### src/rtl/ahb_trace_defs.sv
// ahb_trace_defs: shared AHB constants and trace entry layout {addr, size, write, data, resp}.
package ahb_trace_defs;
  localparam logic [1:0] HTRANS_IDLE = 2'b00;
  localparam logic [1:0] HTRANS_BUSY = 2'b01;
  localparam logic [1:0] HTRANS_NONSEQ = 2'b10;
  localparam logic [1:0] HTRANS_SEQ = 2'b11;
  localparam int DEF_AW = 32;
  localparam int DEF_DW = 32;
  localparam int ENTRY_W = DEF_AW + 3 + 1 + DEF_DW + 1;
  localparam int OFF_RESP = 0;
  localparam int OFF_DATA = 1;
  function automatic int entry_w(int aw, int dw);
    return aw + 3 + 1 + dw + 1;
  endfunction
  function automatic int off_write(int dw);
    return dw + 1;
  endfunction
  function automatic int off_size(int dw);
    return dw + 2;
  endfunction
  function automatic int off_addr(int dw);
    return dw + 5;
  endfunction
endpackage

### src/rtl/ahb_trace_fifo.sv
// ahb_trace_fifo: DEPTH-entry trace storage with optional overwrite-oldest when full.
module ahb_trace_fifo #(
  parameter int W = 69,
  parameter int DEPTH = 16,
  localparam int PW = $clog2(DEPTH)
) (
  input  logic          clk,
  input  logic          aresetn,
  input  logic          clr,
  input  logic          wrap,
  input  logic          push,
  input  logic          pop,
  input  logic [W-1:0]  din,
  output logic [W-1:0]  dout,
  output logic [PW:0]   level,
  output logic          full,
  output logic          empty,
  output logic          overwrote
);
  logic [W-1:0] mem [DEPTH];
  logic [PW-1:0] head, tail;
  logic do_pop, wr;
  assign empty = level == '0;
  assign full = level == (PW+1)'(DEPTH);
  assign do_pop = pop & !empty;
  assign overwrote = push & full & !do_pop & wrap;
  assign wr = push & (!full | do_pop | wrap);
  assign dout = empty ? '0 : mem[head];
  always_ff @(posedge clk)
    if (wr) mem[tail] <= din;
  // an overwrite retires the oldest entry, so head moves while level holds at DEPTH
  always_ff @(posedge clk or negedge aresetn)
    if (!aresetn) begin
      head <= '0;
      tail <= '0;
      level <= '0;
    end else if (clr) begin
      head <= '0;
      tail <= '0;
      level <= '0;
    end else begin
      if (wr) tail <= tail + 1'b1;
      if (do_pop | overwrote) head <= head + 1'b1;
      level <= level + (PW+1)'(wr) - (PW+1)'(do_pop | overwrote);
    end
endmodule

### src/rtl/ahb_trace_buffer.sv
// ahb_trace_buffer: passive AHB-Lite monitor capturing filtered completed transfers into a trace FIFO.
module ahb_trace_buffer
  import ahb_trace_defs::*;
#(
  parameter int AW = 32,
  parameter int DW = 32,
  parameter int DEPTH = 16,
  parameter int CNTW = 16
) (
  input  logic                     clk,
  input  logic                     aresetn,
  input  logic [AW-1:0]            ahb_haddr,
  input  logic [2:0]               ahb_hsize,
  input  logic [1:0]               ahb_htrans,
  input  logic                     ahb_hwrite,
  input  logic [DW-1:0]            ahb_hwdata,
  input  logic [DW-1:0]            ahb_hrdata,
  input  logic                     ahb_hready,
  input  logic                     ahb_hresp,
  input  logic                     cfg_enable,
  input  logic                     cfg_wrap,
  input  logic [AW-1:0]            cfg_addr_lo,
  input  logic [AW-1:0]            cfg_addr_hi,
  input  logic                     cfg_clear,
  input  logic                     rd_pop,
  output logic                     rd_valid,
  output logic [AW-1:0]            rd_addr,
  output logic [2:0]               rd_size,
  output logic                     rd_write,
  output logic [DW-1:0]            rd_data,
  output logic                     rd_resp,
  output logic [$clog2(DEPTH):0]   level,
  output logic                     overflow,
  output logic [CNTW-1:0]          cnt_init,
  output logic [CNTW-1:0]          cnt_done,
  output logic [CNTW-1:0]          cnt_drop
);
  localparam int EW = entry_w(AW, DW);
  logic [EW-1:0] din, dout;
  logic pend, p_write, accept, done, push, drop, full, empty, overwrote;
  logic [AW-1:0] p_addr;
  logic [2:0] p_size;
  assign accept = ahb_hready & (ahb_htrans == HTRANS_NONSEQ || ahb_htrans == HTRANS_SEQ) & cfg_enable
                & ahb_haddr >= cfg_addr_lo & ahb_haddr <= cfg_addr_hi;
  assign done = pend & ahb_hready;
  assign push = done & !cfg_clear;
  assign drop = push & full & !rd_pop & !cfg_wrap;
  assign din = {p_addr, p_size, p_write, p_write ? ahb_hwdata : ahb_hrdata, ahb_hresp};
  assign rd_valid = !empty;
  assign rd_addr = dout[off_addr(DW) +: AW];
  assign rd_size = dout[off_size(DW) +: 3];
  assign rd_write = dout[off_write(DW)];
  assign rd_data = dout[OFF_DATA +: DW];
  assign rd_resp = dout[OFF_RESP];
  ahb_trace_fifo #(.W(EW), .DEPTH(DEPTH)) u_fifo (
    .clk(clk), .aresetn(aresetn), .clr(cfg_clear), .wrap(cfg_wrap), .push(push), .pop(rd_pop),
    .din(din), .dout(dout), .level(level), .full(full), .empty(empty), .overwrote(overwrote)
  );
  always_ff @(posedge clk or negedge aresetn)
    if (!aresetn) begin
      pend <= 1'b0;
      p_addr <= '0;
      p_size <= '0;
      p_write <= 1'b0;
      cnt_init <= '0;
      cnt_done <= '0;
      cnt_drop <= '0;
      overflow <= 1'b0;
    end else if (cfg_clear) begin
      pend <= 1'b0;
      cnt_init <= '0;
      cnt_done <= '0;
      cnt_drop <= '0;
      overflow <= 1'b0;
    end else begin
      // a new address phase on the completion edge keeps the pipeline occupied
      if (accept) begin
        pend <= 1'b1;
        p_addr <= ahb_haddr;
        p_size <= ahb_hsize;
        p_write <= ahb_hwrite;
      end else if (done) pend <= 1'b0;
      cnt_init <= cnt_init + CNTW'(accept);
      cnt_done <= cnt_done + CNTW'(push & !drop);
      if (drop && cnt_drop != '1) cnt_drop <= cnt_drop + 1'b1;
      overflow <= overflow | overwrote;
    end
endmodule

### config.mk
export PLATFORM = sky130hd
export DESIGN_NAME = ahb_trace_buffer
export DESIGN_NICKNAME = d
export VERILOG_FILES = /design/src/rtl/ahb_trace_defs.sv /design/src/rtl/ahb_trace_fifo.sv /design/src/rtl/ahb_trace_buffer.sv
export SDC_FILE = /design/constraint.sdc
export NUM_CORES = 1
export LEC_CHECK = 0
export ABC_CLOCK_PERIOD_IN_PS = 7200
export CORE_UTILIZATION = 45
export CTS_CLUSTER_DIAMETER = 120
export DETAILED_ROUTE_END_ITERATION = 8
export SETUP_SLACK_MARGIN = 0.02
export SYNTH_ARGS = -nofsm -noshare
export SYNTH_HDL_FRONTEND = slang
export SYNTH_SLANG_ARGS = --single-unit
### constraint.sdc
create_clock -name clk -period 7.2 [get_ports clk]
set_clock_uncertainty 0.05 [all_clocks]
set_input_delay 1.8 -clock clk [delete_from_list [all_inputs] [get_ports clk]]
set_output_delay 1.8 -clock clk [all_outputs]
set_load 0.1 [all_outputs]
==> impl_metrics.tcl <==
set metrics [dict create \
    fp.dieArea_um2 109000 \
    crit_top_cell "mux4_2" \
    synth_top_area_share_pct 68.7 \
    rsz0062_at_grt "false" \
    core_area_um2 106000 \
    antenna_left 0 \
    rows 119 \
    power_density_nw_per_um2 359 \
    wl_per_cell_um 27.1 \
    postCtsHoldBufs 0 \
    cts.clk_slew.worst_paths_ns 0.06 \
    multi_input_area_um2 12000 \
    avgSynthCellArea_um2 21.1 \
    max_freq_ghz 0.163 \
    io_buffers 296 \
    pwr-share-comb_pct 27.4 \
    n_fill_cell 8103 \
    via_per_inst 5.67 \
    antenna_found_initial 5 \
    ys_ff_latch 1203 \
    grt_pass1_vias 25169 \
    arrival_ns 4.30 \
    worst_setup_path_end_kind "primary output" \
    min_path_type "reg -> reg" \
    finalCriticalPeriod_ns 6.15 \
    critPathMaxFanout 53 \
    yosysWarnings 0 \
    fin_setup_tns_ns 0 \
    synth_area_um2 48300 \
    drc 0 \
    cp-start-kind "flip-flop" \
    io_pins 298 \
    yosysTopAreaCell "edfxtp_1" \
    switching_share_pct 31.6 \
    synthCells 2283 \
    numCtsBuffers 119 \
    dominantRegCellSynth "edfxtp_1" \
    p_leak_nw 18.7 \
    cpMaxStageDelayCell "clkdlybuf4s50_1" \
    dr_total_vias 23509 \
    r2r_slack_ns 2.84 \
    cpPeakStageDelay_ns 1.07 \
    worstPathCellList "buf_4 -> mux4_2 -> mux4_2 -> and2_1 -> clkdlybuf4s50_1" \
    reg2reg_from "u_fifo.level[2]" \
    nNetsFinal 2903 \
    synth.net_count 2538 \
    timing.critical_path.buf_inv 2 \
    synth_cell_types 51 \
    power_frac_seq_pct 40.8 \
    cts_root_buffer "clkbuf_16" \
    cpLargestDelayFamily "buffers and inverters" \
    slew_violations 0 \
    setup_viol 0 \
    fp.dieW_um 330 \
    worst_pin_slew_ns 1.19 \
    yosysSeqAreaShare_pct 73.8 \
    hpwlAfterDp_um 61600 \
    insertion_delay_ns 0.69 \
    synth_edf_count 1104 \
    p_int_mw 14.1 \
    synthToLayoutAreaGrowth_pct 18.7 \
    gp_congestion 0.859 \
    drt_iter0_drc 1788 \
    drv_cap 0 \
    diodes 0 \
    grt_pass1_wl_um 164000 \
    cp.required_ns 5.35 \
    status "complete, no violations" \
    async_flop_share_pct 8.23 \
    ir_drop_uv 385 \
    drive_gt1_share_pct 23.4 \
    grt_overflow 0 \
    hold_viol 0 \
    h-tree-depth 3 \
    die_h_um 330 \
    synthTopCellsByArea "edfxtp_1 (69%), mux4_2 (16%), dfrtp_1 (5.1%)" \
    initial_core_util_pct 45.6 \
    drtPass1Iterations 5 \
    ff_latch_area_um2 35600 \
    p_switching_mw 6.49 \
    clkPwrFrac_pct 31.8 \
    hp-start "p_write" \
    detail_route.wirelength_um 112000 \
    cts_buffer_depth 3 \
    cts_setup_buffers 0 \
    cts_sinks 1203 \
    crit_path_start "u_fifo.head[1]" \
    grt_max_degree 69 \
    max_slew_margin_pct 20.2 \
    holdWs_ns 0.467 \
    track_usage_pct 20.9 \
    period_share_pct 85.4 \
    worstSetupPathType "reg -> out" \
    cts_tree "yes" \
    cts_resized 0 \
]
## cells by family after synthesis
logic type	synth area share [%]
muxes	17.7
adders and majority gates	2.12
xor gates and xnor gates	0.690
buffers and inverters	1.50
DFF	73.8
AOI/OAI and AO/OA	1.09
and+or+nand+nor	3.06
## area by class of cell
cell class | instances | share of cell area, %
Sequential cell | 1203 | 62.2
Tap cell | 1391 | 3.04
Timing Repair Buffer | 346 | 6.04
Clock buffer | 160 | 5.81
Clock inverter | 65 | 1.50
Multi-Input combinational cell | 898 | 20.9
Inverter | 80 | 0.524
## path summary, 6_finish.rpt
path | endpoint | cells after the start
setup / recovery | rd_addr[8] | 5
hold reg to reg | p_write | 1
setup reg to reg | u_fifo.level[4] | 15
max in group asynchronous | cnt_drop[10] | 2
min in group asynchronous | u_fifo.tail[1] | 1
hold / removal | p_write | 1
## cells in the mapped netlist, types with 30 or more instances
library cell	n
nor2_1	55
and2_1	86
nand2_1	32
mux2_2	38
a21oi_1	42
edfxtp_1	1104
clkbuf_1	66
ha_1	80
mux2_1	30
dfrtp_1	99
inv_1	79
mux4_2	345
## metal layers
metal / up-vias / GRT usage, % / part of all wire (%)
met3: 149 / 3.10 / 5.0
met1: 12610 / 28.5 / 42
met5: - / 0 / 0.012
met2: 658 / 35.5 / 51
met4: 2 / 5.36 / 2.0
li1: 10090 / - / -
## cells in the final DEF (no fill, tap or decap), types with 3 or more instances in the layout
master and n:
dfrtp_4 4, xnor2_1 17, a211oi_1 3, and2_1 70, a21o_1 6, clkbuf_8 11
buf_4 43, clkbuf_16 123, nor2b_1 8, o21ai_0 20, o21ai_1 3, bufinv_16 21
and2_4 16, dfrtp_1 94, xor2_1 21, clkinv_1 19, ha_1 80, mux2_1 30
nor3_1 10, nand2_1 32, and4_1 3, edfxtp_1 1104, nand3_1 26, clkinv_2 20
nand4_1 25, clkdlybuf4s50_1 291, clkinvlp_4 3, clkbuf_1 26, nor4_1 3, mux2_2 38
nor2_1 55, or3_1 16, inv_1 79, mux4_2 345, a21oi_1 42, buf_12 11
## power groups by stage
| stage | Combinational, mW | Clock [mW] | Sequential, mW |
|---|---|---|---|
| 6_report | 5.65 | 6.54 | 8.40 |
| 5_1_grt | 5.96 | 6.92 | 8.43 |
| 4_1_cts | 5.76 | 6.66 | 8.40 |
| 3_5_place_dp | 5.73 | 0 | 8.55 |
| 3_3_place_gp | 5.68 | 0 | 8.51 |
| 2_1_floorplan | 4.23 | 0 | 8.45 |
## per-stage QoR
| step | instances | utilization, % | area [um2] | worst slack [ns] | total power [mW] |
|---|---|---|---|---|---|
| finish | 4143 | 54.1 | 57300 | 1.05 | 20.6 |
| global route | 4143 | 54.1 | 57300 | 0.926 | 21.3 |
| CTS | 4143 | 54.1 | 57300 | 0.956 | 20.8 |
| detailed placement | 3918 | 50.2 | 53100 | 1.33 | 14.3 |
| global placement | 3918 | 50.2 | 53100 | 1.32 | 14.2 |
| floorplan | 2283 | - | 48300 | 1.69 | 12.7 |
## state kept, by name, summed over array words and instances, names as in the netlist
register,cells
p_write,1
overflow,1
cnt_init,16
pend,1
u_fifo.level,5
u_fifo.mem,1104
p_addr,32
p_size,3
cnt_drop,16
u_fifo.head,4
cnt_done,16
u_fifo.tail,4
Power figures use the tool's default switching activity.
